### src/rtl/comparator_pkg.sv
// Shared encodings for the serial comparator: operation codes and FSM states.
package comparator_pkg;

    typedef enum logic [1:0] {
        OpEq = 2'b00,
        OpLt = 2'b01,
        OpLe = 2'b10,
        OpGt = 2'b11
    } op_e;

    typedef enum logic [1:0] {
        StIdle = 2'b00,
        StScan = 2'b01,
        StDone = 2'b10
    } state_e;

    // Map the final lt/eq decision onto the requested relation.
    function automatic logic apply_op(op_e op_sel, logic lt_v, logic eq_v);
        logic res;
        case (op_sel)
            OpEq:    res = eq_v;
            OpLt:    res = lt_v;
            OpLe:    res = lt_v | eq_v;
            OpGt:    res = ~(lt_v | eq_v);
            default: res = 1'b0;
        endcase
        return res;
    endfunction

endpackage

### src/rtl/serial_comparator.sv
// Bit-serial magnitude comparator: scans captured operands MSB first, one bit
// per cycle, and stops at the first differing bit.
module serial_comparator
    import comparator_pkg::*;
#(
    parameter int unsigned WIDTH = 4
) (
    input  logic             clk,
    input  logic             rst_n,
    input  logic             start,
    input  logic [WIDTH-1:0] A,
    input  logic [WIDTH-1:0] B,
    input  logic [1:0]       op,
    input  logic             signed_mode,
    output logic             busy,
    output logic             done,
    output logic             Out,
    output logic             eq,
    output logic             lt
);

    localparam int unsigned IdxW = $clog2(WIDTH);
    localparam logic [IdxW-1:0] IdxMax = IdxW'(WIDTH - 1);

    state_e           state_q, state_d;
    logic [IdxW-1:0]  idx_q, idx_d;
    logic [WIDTH-1:0] a_q, a_d;
    logic [WIDTH-1:0] b_q, b_d;
    op_e              op_q, op_d;
    logic             sgn_q, sgn_d;
    logic             out_q, out_d;
    logic             eq_q, eq_d;
    logic             lt_q, lt_d;

    logic a_bit, b_bit;

    assign a_bit = a_q[idx_q];
    assign b_bit = b_q[idx_q];

    // Next-state logic: capture in idle, scan one bit per cycle, decide on first difference.
    always_comb begin
        state_d = state_q;
        idx_d   = idx_q;
        a_d     = a_q;
        b_d     = b_q;
        op_d    = op_q;
        sgn_d   = sgn_q;
        out_d   = out_q;
        eq_d    = eq_q;
        lt_d    = lt_q;

        case (state_q)
            StIdle: begin
                if (start) begin
                    a_d     = A;
                    b_d     = B;
                    op_d    = op_e'(op);
                    sgn_d   = signed_mode;
                    idx_d   = IdxMax;
                    state_d = StScan;
                end
            end
            StScan: begin
                if (a_bit != b_bit) begin
                    eq_d = 1'b0;
                    // A set sign bit means the more negative operand in signed mode.
                    if (sgn_q && (idx_q == IdxMax)) begin
                        lt_d = a_bit;
                    end else begin
                        lt_d = b_bit;
                    end
                    out_d   = apply_op(op_q, lt_d, eq_d);
                    state_d = StDone;
                end else if (idx_q == '0) begin
                    eq_d    = 1'b1;
                    lt_d    = 1'b0;
                    out_d   = apply_op(op_q, 1'b0, 1'b1);
                    state_d = StDone;
                end else begin
                    idx_d = idx_q - 1'b1;
                end
            end
            StDone: begin
                state_d = StIdle;
            end
            default: begin
                state_d = StIdle;
            end
        endcase
    end

    // State and datapath registers with asynchronous active-low clear.
    always_ff @(posedge clk or negedge rst_n) begin
        if (!rst_n) begin
            state_q <= StIdle;
            idx_q   <= '0;
            a_q     <= '0;
            b_q     <= '0;
            op_q    <= OpEq;
            sgn_q   <= 1'b0;
            out_q   <= 1'b0;
            eq_q    <= 1'b0;
            lt_q    <= 1'b0;
        end else begin
            state_q <= state_d;
            idx_q   <= idx_d;
            a_q     <= a_d;
            b_q     <= b_d;
            op_q    <= op_d;
            sgn_q   <= sgn_d;
            out_q   <= out_d;
            eq_q    <= eq_d;
            lt_q    <= lt_d;
        end
    end

    // Status outputs decode directly from the state register.
    always_comb begin
        busy = (state_q != StIdle);
        done = (state_q == StDone);
        Out  = out_q;
        eq   = eq_q;
        lt   = lt_q;
    end

endmodule

### config.mk
export PLATFORM = sky130hd
export DESIGN_NAME = serial_comparator
export DESIGN_NICKNAME = d
export VERILOG_FILES = /design/src/rtl/comparator_pkg.sv /design/src/rtl/serial_comparator.sv
export SDC_FILE = /design/constraint.sdc
export NUM_CORES = 1
export LEC_CHECK = 0
export ABC_AREA = 1
export CELL_PAD_IN_SITES_DETAIL_PLACEMENT = 1
export CELL_PAD_IN_SITES_GLOBAL_PLACEMENT = 1
export CORE_ASPECT_RATIO = 1.2
export CORE_MARGIN = 2
export CORE_UTILIZATION = 37
export CTS_BUF_LIST = sky130_fd_sc_hd__clkbuf_16
export DETAILED_ROUTE_END_ITERATION = 6
export MAX_ROUTING_LAYER = met4
export PLACE_DENSITY_LB_ADDON = 0.2
export REMOVE_ABC_BUFFERS = 1
export SLEW_MARGIN = 20
export SYNTH_ARGS = -nofsm -noshare
export SYNTH_HDL_FRONTEND = slang
export SYNTH_SLANG_ARGS = --single-unit
### constraint.sdc
create_clock -name clk -period 1.4 [get_ports clk]
set_input_delay 0.28 -clock clk [delete_from_list [all_inputs] [get_ports clk]]
set_output_delay 0.28 -clock clk [all_outputs]
set_load 0.01 [all_outputs]
==> flow_summary.yaml <==
run_status:
  status: "finished with violations"
  violations: "setup timing"
timing:
  max_freq_mhz: 706
  period_share_pct: 101
  rsz0062_at_grt: "yes"
  finalSetupViolations: 1
  slew_headroom_pct: 84.0
  final_max_slew_viol_count: 0
  fin_skew_ns: 0.00126
  fin_ws_ns: -0.0168
  hold_violations: 0
  worstMarginPinSlew_ns: 0.241
  fin_crit_ns: 1.42
place:
  dpl.cell_count: 155
  io_buffers: 18
  dpl.hpwl_um: 1530
  place_congestion: 0.770
final_layout:
  instances_no_fill: 159
  drive_gt1_share_pct: 26.2
  nets: 146
  final_util_pct: 52.5
  area_delta_synth_final_pct: 36.9
  diodes: 0
synthesis:
  ys_seq_area_share_pct: 47.4
  synth_area_leader_cell: "dfrtp_1"
  synth.most_common_cell: "nand2_1"
  syn_inst: 102
  synth_ff_type: "dfrtp_1"
  ys_seq_elements: 18
  yosysUniqueCellTypes: 16
  syn_avg_cell_area_um2: 9.31
  synth_area_leaders: "dfrtp_1 (47%), nand2_1 (12%), mux2_1 (5.9%)"
  ys_top_cells_by_count: "nand2_1 (30), dfrtp_1 (18), nand3_1 (10), inv_1 (8)"
  netlist_area_um2: 950
  yosysWarnings: 0
  async_reset_ff_share_pct: 100
  synth_top_cell_area_share_pct: 47.4
  synth_edf_count: 0
critical_path:
  reg2reg_slack_ns: -0.02
  timing.critical_path.buf_inv: 0
  crit_family: "simple AND/OR/NAND/NOR gates"
  critical_path_class: "reg2reg"
  slowest_stage: "dfrtp_2"
  required_ns: 1.54
  start_kind: "register"
  critPathArrivalTime_ns: 1.56
  path_common_cell: "nand2_1"
  cp_max_fo: 8
  r2r-end: "Out"
  r2r.worst_path.cells: 9
  timing.rr.start: "idx_q[0]"
  path_cells: "ha_2, nand2_1, nand3_1, nand2_1, nand2_1, nand3_1, nand2_1, nand2_1, nand2_1"
  critical_path.max_stage_delay_ns: 0.47
  end_kind: "register"
die:
  start_util_pct: 38.3
  die_h_um: 59.5
  core_mm2: 0.00248
  die_w_um: 50.2
  ioPinCount: 19
  rows: 20
  dieArea_mm2: 0.00299
clock_tree:
  cts_sinks: 18
  clock_path_buffers: 2
  cts_tree: "built"
  clock_tree.htree_level_count: 1
  root_buffer: "clkbuf_16"
  path_clk_slew_ns: 0.05
  cts_made_buffers: 3
  clk_latency_ns: 0.25
  cts_hold_buf: 0
power_and_ir_drop:
  ir_worst_vdd_mv: 1.25
  power_density_mw_per_mm2: 2500
  leakage_nw: 0.654
  totalPowerFinal_mw: 3.25
drt:
  met2_wirelength_um: 1270
  wl_met1_um: 742
  drt-pass1-iter-count: 4
  wl_um: 2110
  drc_errors: 0
  vias_per_cell: 4.85
  vias: 771
  dr.max_layer_used: "met4"
  wl_met3_um: 52
  drt_iter0_markers: 1
  routedWlPerCell_um: 13.2
  ant_nets: 0
grt:
  antenna_found_initial: 0
  grtUsageTotal_pct: 16.7
  grt_max_degree: 19
  grt_pass1_wl_um: 3560
  grt_remaining_overflow: 0
  grt_pass1_vias: 857
hold_path:
  hp-class: "in2async"
flow_run:
  cap_violations: 0
-- cells by family after synthesis --
| logic type | Yosys count | share of synthesized area, % |
|---|---|---|
| buf+inv | 12 | 4.87 |
| fa+ha+maj | 4 | 5.27 |
| compound gates | 2 | 1.05 |
| mux | 10 | 11.9 |
| simple gates | 56 | 29.5 |
| flops | 18 | 47.4 |
-- worst max path at each step --
stage	startpoint	endpoint	slack, ns	cells after the start
after detailed placement	idx_q[0]	Out	-0.05	11
after floorplan	state_q[0]	a_q[0]	0.13	3
final	idx_q[0]	Out	-0.02	9
after global placement	start	a_q[2]	-0.002	4
after CTS	idx_q[0]	Out	0.005	10
after global routing	idx_q[0]	Out	-0.16	9
-- metrics by stage --
stage,cell area [µm²],TNS [ns],hold WS (ns),worst slack (ns)
after floorplan,945,0,-0.0156,0.129
after global placement,1200,-0.00746,0.474,-0.00209
after detailed placement,1200,-0.123,0.486,-0.0470
after CTS,1270,0,0.382,0.00462
after global routing,1300,-0.439,0.404,-0.155
final,1300,-0.0168,0.373,-0.0168
-- layer usage --
metal | global-route usage (%) | up-vias
met5 | - | -
li1 | - | 377
met3 | 2.27 | 5
met1 | 15.0 | 376
met4 | 8.33 | 0
met2 | 33.3 | 13
-- worst reg2reg max path, cell delays in order (launching register included) --
cell,delay [ns]
dfrtp_2,0.47
ha_2,0.21
nand2_1,0.09
nand3_1,0.11
nand2_1,0.10
nand2_1,0.06
nand3_1,0.08
nand2_1,0.07
nand2_1,0.07
nand2_1,0.05
-- power by group --
part	leakage [nW]	switching [mW]	internal [mW]
Combinational	0.405	0.966	0.727
Clock	0.0370	0.188	0.376
Sequential	0.213	0.202	0.791
-- sequential cells by signal, indices dropped and copies added, names as in the netlist --
name and count:
op_q 2, b_q 4, a_q 4, state_q 2
Out 1, lt 1, idx_q 2, eq 1
sgn_q 1
-- cells in the final DEF, fill, tap and decap left out, types with 5 or more instances in the layout --
cell,count
clkdlybuf4s50_1,13
mux2_1,5
mux2_2,5
nand3_2,6
inv_1,7
dfrtp_1,16
dlygate4sd2_1,5
nand2_1,28
nand2_2,5
nor2_1,5
nand3_1,9
-- layout make-up --
type / count / area, µm²
Clock buffer: 3 / 75.1
Fill cell: 290 / 1180
Inverter: 11 / 43.8
Multi-Input combinational cell: 72 / 470
Sequential cell: 18 / 453
Tap cell: 33 / 41.3
Timing Repair Buffer: 22 / 216
-- repair_timing --
item | in CTS | in global routing
gates resized for setup | 7 | 7
endpoints found under the setup margin | 10 | 6
buffers inserted | 0 | 1
pin swaps | 1 | 2
Power figures use the tool's default switching activity.
